## src/rtl/posit_soc_pkg.sv

```systemverilog
// Shared definitions for the posit SoC glue logic.
//   state_t        : batch sequencer FSM states
//   DATA_W_DEF     : default posit word / RAM data width
//   ADDR_W_DEF     : default RAM word-address width
//   pair_addr()    : word address of operand pair i, base + 2*i
package posit_soc_pkg;

    localparam int DATA_W_DEF = 16;
    localparam int ADDR_W_DEF = 11;

    typedef enum logic [2:0] {
        IDLE     = 3'd0,
        RD1      = 3'd1,
        RD2      = 3'd2,
        ISSUE    = 3'd3,
        WAIT_RES = 3'd4,
        WRITE    = 3'd5,
        DONE     = 3'd6
    } state_t;

    // Computed at 32 bits; callers truncate to their address width, which
    // gives the modulo-2^ADDR_W wrap for free.
    function automatic logic [31:0] pair_addr(input logic [31:0] base,
                                              input logic [31:0] idx);
        return base + (idx << 1);
    endfunction

endpackage

```

## src/rtl/pulse_edge_detect.sv

```systemverilog
// Synchroniser plus rising-edge detector for a slow level input (PIO bit).
//   i_clk   : destination clock
//   i_rst_n : asynchronous active-low reset
//   i_level : asynchronous level input
//   o_rise  : one-cycle pulse on a 0->1 transition of the synchronised level
// STAGES must be at least 2.
module pulse_edge_detect #(
    parameter int STAGES = 2
) (
    input  logic i_clk,
    input  logic i_rst_n,
    input  logic i_level,
    output logic o_rise
);

    logic [STAGES-1:0] r_sync;
    logic              r_prev;

    always_ff @(posedge i_clk or negedge i_rst_n) begin
        if (!i_rst_n) begin
            r_sync <= '0;
            r_prev <= 1'b0;
        end else begin
            r_sync <= {r_sync[STAGES-2:0], i_level};
            r_prev <= r_sync[STAGES-1];
        end
    end

    assign o_rise = r_sync[STAGES-1] & ~r_prev;

endmodule

```

## src/rtl/posit_mem_sequencer.sv

```systemverilog
// Batch sequencer: reads operand pairs from RAM A, feeds them to the posit
// unit and writes each result to RAM B.
//   clk, reset_n        : clock, asynchronous active-low reset
//   start               : PIO level, rising edge launches a batch
//   count/src_base/dst_base : batch size, first pair address, first result address
//   busy/done/err/ops_done  : PIO status (done and err are sticky)
//   a_*                 : RAM A read port (s2)
//   b_*                 : RAM B write port
//   num1/num2/op_valid/op_ready : operand handshake to the posit unit
//   result/res_valid    : result return, res_valid is a one-cycle pulse
//   dbg_state           : current FSM state
// Handshake: an operand transfer happens on a clock edge where op_valid and
// op_ready are both high; op_valid, num1 and num2 stay constant from the
// first cycle op_valid rises until that edge.
module posit_mem_sequencer
    import posit_soc_pkg::*;
#(
    parameter int DATA_W  = DATA_W_DEF,
    parameter int ADDR_W  = ADDR_W_DEF,
    parameter int RD_LAT  = 1,
    parameter int TIMEOUT = 1024
) (
    input  logic                  clk,
    input  logic                  reset_n,
    input  logic                  start,
    input  logic [ADDR_W-1:0]     count,
    input  logic [ADDR_W-1:0]     src_base,
    input  logic [ADDR_W-1:0]     dst_base,
    output logic                  busy,
    output logic                  done,
    output logic                  err,
    output logic [ADDR_W-1:0]     ops_done,
    output logic [ADDR_W-1:0]     a_address,
    output logic                  a_chipselect,
    output logic                  a_clken,
    input  logic [DATA_W-1:0]     a_readdata,
    output logic [ADDR_W-1:0]     b_address,
    output logic                  b_chipselect,
    output logic                  b_write,
    output logic [DATA_W-1:0]     b_writedata,
    output logic [DATA_W/8-1:0]   b_byteenable,
    output logic [DATA_W-1:0]     num1,
    output logic [DATA_W-1:0]     num2,
    output logic                  op_valid,
    input  logic                  op_ready,
    input  logic [DATA_W-1:0]     result,
    input  logic                  res_valid,
    output logic [2:0]            dbg_state
);

    localparam int TMO_W = (TIMEOUT > 1) ? $clog2(TIMEOUT) : 1;

    state_t              r_state;
    state_t              w_next;
    logic [ADDR_W-1:0]   r_count;
    logic [ADDR_W-1:0]   r_src;
    logic [ADDR_W-1:0]   r_dst;
    logic [ADDR_W-1:0]   r_idx;
    logic [1:0]          r_lat;
    logic [TMO_W-1:0]    r_tmo;
    logic                r_err;
    logic [DATA_W-1:0]   r_num1;
    logic [DATA_W-1:0]   r_num2;
    logic [DATA_W-1:0]   r_result;

    logic                w_start_rise;
    logic                w_accept;
    logic                w_lat_done;
    logic                w_tmo_hit;
    logic [ADDR_W-1:0]   w_idx_inc;
    logic [ADDR_W-1:0]   w_pair_addr;

    pulse_edge_detect #(.STAGES(2)) u_start_edge (
        .i_clk   (clk),
        .i_rst_n (reset_n),
        .i_level (start),
        .o_rise  (w_start_rise)
    );

    // Edges while a batch runs are dropped, not queued.
    assign w_accept    = w_start_rise && ((r_state == IDLE) || (r_state == DONE));
    // The read address is held for RD_LAT+1 cycles; data is sampled in the last.
    assign w_lat_done  = (r_lat == 2'(RD_LAT));
    assign w_tmo_hit   = (TIMEOUT != 0) && (r_tmo == TMO_W'(TIMEOUT - 1));
    assign w_idx_inc   = r_idx + {{(ADDR_W-1){1'b0}}, 1'b1};
    assign w_pair_addr = ADDR_W'(pair_addr(32'(r_src), 32'(r_idx)));

    // State register
    always_ff @(posedge clk or negedge reset_n) begin
        if (!reset_n) begin
            r_state <= IDLE;
        end else begin
            r_state <= w_next;
        end
    end

    // Next-state logic
    always_comb begin
        w_next = r_state;
        case (r_state)
            IDLE, DONE: if (w_accept) w_next = (count == '0) ? DONE : RD1;
            RD1:        if (w_lat_done) w_next = RD2;
            RD2:        if (w_lat_done) w_next = ISSUE;
            ISSUE:      if (op_ready) w_next = WAIT_RES;
            WAIT_RES: begin
                // A result arriving on the timeout cycle still wins.
                if (res_valid)      w_next = WRITE;
                else if (w_tmo_hit) w_next = DONE;
            end
            WRITE:      w_next = (w_idx_inc == r_count) ? DONE : RD1;
            default:    w_next = IDLE;
        endcase
    end

    // Batch registers, counters and captured data
    always_ff @(posedge clk or negedge reset_n) begin
        if (!reset_n) begin
            r_count  <= '0;
            r_src    <= '0;
            r_dst    <= '0;
            r_idx    <= '0;
            r_lat    <= '0;
            r_tmo    <= '0;
            r_err    <= 1'b0;
            r_num1   <= '0;
            r_num2   <= '0;
            r_result <= '0;
        end else begin
            if (w_accept) begin
                r_count <= count;
                r_src   <= src_base;
                r_dst   <= dst_base;
                r_idx   <= '0;
                r_err   <= 1'b0;
            end
            if ((r_state == RD1) || (r_state == RD2)) begin
                r_lat <= w_lat_done ? 2'd0 : r_lat + 2'd1;
            end else begin
                r_lat <= 2'd0;
            end
            if ((r_state == RD1) && w_lat_done) r_num1 <= a_readdata;
            if ((r_state == RD2) && w_lat_done) r_num2 <= a_readdata;
            if (r_state == WAIT_RES) begin
                r_tmo <= r_tmo + TMO_W'(1);
                if (res_valid)      r_result <= result;
                else if (w_tmo_hit) r_err    <= 1'b1;
            end else begin
                r_tmo <= '0;
            end
            if (r_state == WRITE) r_idx <= w_idx_inc;
        end
    end

    // Outputs decoded from state
    always_comb begin
        busy         = (r_state != IDLE) && (r_state != DONE);
        done         = (r_state == DONE);
        err          = r_err;
        ops_done     = r_idx;
        dbg_state    = r_state;
        num1         = r_num1;
        num2         = r_num2;
        a_address    = '0;
        a_chipselect = 1'b0;
        a_clken      = 1'b0;
        b_address    = '0;
        b_chipselect = 1'b0;
        b_write      = 1'b0;
        b_writedata  = '0;
        b_byteenable = '0;
        op_valid     = 1'b0;
        case (r_state)
            RD1: begin
                a_address    = w_pair_addr;
                a_chipselect = 1'b1;
                a_clken      = 1'b1;
            end
            RD2: begin
                a_address    = w_pair_addr + {{(ADDR_W-1){1'b0}}, 1'b1};
                a_chipselect = 1'b1;
                a_clken      = 1'b1;
            end
            ISSUE: op_valid = 1'b1;
            WRITE: begin
                b_address    = r_dst + r_idx;
                b_chipselect = 1'b1;
                b_write      = 1'b1;
                b_writedata  = r_result;
                b_byteenable = '1;
            end
            default: ;
        endcase
    end

endmodule

```

## config.mk

```make
export PLATFORM = sky130hd
export DESIGN_NAME = posit_mem_sequencer
export DESIGN_NICKNAME = d
export VERILOG_FILES = /design/src/rtl/posit_soc_pkg.sv /design/src/rtl/pulse_edge_detect.sv /design/src/rtl/posit_mem_sequencer.sv
export SDC_FILE = /design/constraint.sdc
export NUM_CORES = 1
export LEC_CHECK = 0
export CORE_MARGIN = 2
export CORE_UTILIZATION = 43
export CTS_CLUSTER_SIZE = 40
export DETAILED_ROUTE_END_ITERATION = 10
export PLACE_DENSITY = 0.72
export RECOVER_POWER = 25
export SLEW_MARGIN = 0
export SYNTH_ARGS = -nofsm -noshare
export SYNTH_HDL_FRONTEND = slang
export SYNTH_SLANG_ARGS = --single-unit
```

## constraint.sdc

```tcl
create_clock -name clk -period 3.7 [get_ports clk]
set_input_delay 1.11 -clock clk [delete_from_list [all_inputs] [get_ports clk]]
set_output_delay 1.11 -clock clk [all_outputs]
set_load 0.02 [all_outputs]
```

==> results.ini <==
[outcome]
outcome=finished, violations left
violations=max-capacitance violations, max-slew violations, negative setup slack

[grt]
busiest_layer=met2
first_global_vias=5268
grt_max_degree=76
grt_util_all_layers=0.219
use_met2=0.377
grt.met3_usage=0.0462
grt_overflow_total=0
antenna_found_initial=0
grt_pass1_wl_um=26100
use_met1=0.272

[detailed_routing]
avgRoutedWirePerCell_um=17.4
ant_nets=0
drc=0
drt_wl_total_um=16600
drt-initial-drc-count=262
via_per_inst=5.36
dr.pass1.iters=4
vias=5111

[sta]
period_share=1.06
slew_headroom=-0.261
skew_ns=0.00759
hold_viol=0
maxSlewViolCount=75
setup_violations=7
worst_pin_slew_ns=1.89
layout_setup_ws_ns=-0.210
timing.final.crit_period_ns=3.91
holdWs_ns=0.355
rsz0062_at_grt=true
max_freq_ghz=0.256

[clock_network]
cts.sinks=111
cts_hold_buf=0
clock_latency_ns=0.36
root_buffer=clkbuf_16
clockBufferDepth=2
htreeDepth=3
numCtsBuffers=9
clk_pin_slew_ns=0.07
cts_tree=yes

[floorplanning]
start_util=0.442
num_io_pins=164
fp.dieArea_um2=15300
coreArea_um2=13900
dieHeight_um=124
rows=43
die_w_um=124

[worst_setup_path]
cp-start-kind=register
reg2reg_slack_ns=0.87
critPathKind=reg -> out
crit_path_end_kind=primary output
cp.buffers_inverters=1
cp.depth=10
critical-path-top-delay-family=compound AO/OA/AOI/OAI gates
r2r_cells=8
rr_endpoint=dbg_state[2]$_DFFE_PN0P_
cpPeakStageDelay_ns=0.43
worst_ep_required_time_ns=2.59
path_max_fanout=2
slowest_stage=dfrtp_2
critPathCapture=b_address[10]
path_cells=ha_4 > fa_2 > a21o_1 > a21oi_2 > nor2b_1 > o21a_1 > o41a_1 > a31o_2 > mux2i_2 > buf_4
critPathArrivalTime_ns=2.80
crit_start=ops_done[0]$_DFFE_PN0P_
reg2reg_from=dbg_state[2]$_DFFE_PN0P_

[logic_synthesis]
synth.avg_cell_area_um2=10.9
ys_warn_count=0
ys_seq_elements=111
yosys.area.top_type_share=0.451
yosysMostFrequentCell=dfrtp_1
synthTopCellsByCount=dfrtp_1, mux2_2, nor2_1
syn_inst=565
ys_seq_area_frac=0.451
synthesis.area_um2=6150
synth_area_leader_cell=dfrtp_1
syn_nets=659
synth_ff_type=dfrtp_1
async_flop_share=1.00
yosysUniqueCellTypes=71
synth_area_leaders=dfrtp_1, mux2_2, ha_1
synth_edf_count=0

[hold_path]
worstHoldPathType=reg -> reg

[place]
io_buffers=163
hpwlAfterDp_um=12100
place_inst=932
gp_congestion=0.873
pre_cts_slack_ns=-0.464

[power_and_ir_drop]
finalPower_mw=6.68
leakage_nw=3.81
ir_drop_mv=0.410
p_per_area_nw_per_um2=751

[layout]
syn_to_final_growth_pct=44.5
nets=862
finalNonFillerCells=954
post_route_cells_drive_above_1_share=0.285
fin_util=0.638

[job]
cap_viol_max_count=1

-- metrics by stage --
step | cell area (um2) | setup TNS, ns
final | 8900 | -0.824
after global routing | 8890 | -1.83
after CTS | 8770 | -0.916
after detailed placement | 8280 | -2.85
after global placement | 8280 | -2.24
after floorplan | 6170 | 0
-- worst reg2reg max path, stage by stage (launching register included) --
cell and delay (ns):
dfrtp_1 0.43, nor2b_1 0.20, clkbuf_1 0.56, nand2b_1 0.42, a311o_1 0.44, o221ai_1 0.17
nor4_1 0.15, and3b_1 0.20, a221oi_2 0.17
-- worst min path at each step --
stage	slack [ns]	endpoint	start	cells after the start
6_report	0.35	u_start_edge.r_sync[1]$_DFF_PN0_	u_start_edge.r_sync[0]$_DFF_PN0_	0
5_1_grt	0.38	u_start_edge.r_sync[1]$_DFF_PN0_	u_start_edge.r_sync[0]$_DFF_PN0_	0
3_3_place_gp	0.34	u_start_edge.r_sync[1]$_DFF_PN0_	u_start_edge.r_sync[0]$_DFF_PN0_	0
4_1_cts	0.36	u_start_edge.r_sync[1]$_DFF_PN0_	u_start_edge.r_sync[0]$_DFF_PN0_	0
3_5_place_dp	0.34	u_start_edge.r_sync[1]$_DFF_PN0_	u_start_edge.r_sync[0]$_DFF_PN0_	0
2_1_floorplan	0.33	u_start_edge.r_sync[1]$_DFF_PN0_	u_start_edge.r_sync[0]$_DFF_PN0_	0
-- kinds of logic after synthesis --
logic type	after synthesis	share of synthesized area
AO/OA/AOI/OAI	88	0.101
AND/OR/NAND/NOR	169	0.146
flip-flops	111	0.451
multiplexers	84	0.154
adder cells (fa/ha/maj)	24	0.0512
buffers and inverters	44	0.0331
XOR/XNOR	45	0.0640
-- flip-flops by register name, indices dropped and copies added, names as in the netlist, 3 cells and up --
register	flops
num1	16
num2	16
r_result	16
ops_done	11
r_count	11
r_dst	11
r_src	11
r_tmo	10
dbg_state	3
-- report_power, final --
part | switching (mW) | leakage (nW) | total (mW) | internal, mW
registers | 0.319 | 1.36 | 2.02 | 1.71
clock network | 0.469 | 0.147 | 1.01 | 0.540
logic | 1.79 | 2.31 | 3.65 | 1.86
-- metal layers --
metal | vias to the layer above | wire (um)
met3 | 27 | 880
met4 | 0 | 338
met5 | - | 0
met2 | 137 | 8550
met1 | 2523 | 6800
li1 | 2424 | -
-- layout make-up --
| type | count | area, um2 |
|---|---|---|
| Antenna cell | 1 | 2.50 |
| Sequential cell | 111 | 2780 |
| Timing Repair Buffer | 218 | 2020 |
| Clock inverter | 7 | 85.1 |
| Multi-Input combinational cell | 410 | 3490 |
| Inverter | 18 | 67.6 |
| Clock buffer | 9 | 225 |
| Fill cell | 1091 | 5040 |
| Tap cell | 180 | 225 |
-- cell usage in the layout (no fill, tap or decap), drive strengths merged, types with 21 or more instances in the layout --
cell	n
mux2	81
nor2	48
o21ai	23
nand2	33
dfrtp	111
xnor2	21
xor2	24
buf	63
ha	22
inv	22
clkdlybuf4s50	146
and3	23
-- what timing repair did --
action,4_1_cts,5_1_grt
pin swaps,27,14
setup buffers,4,2
resized for setup,87,26
endpoints found under the setup margin,15,13
No activity file was read; power rests on OpenSTA's default activity.
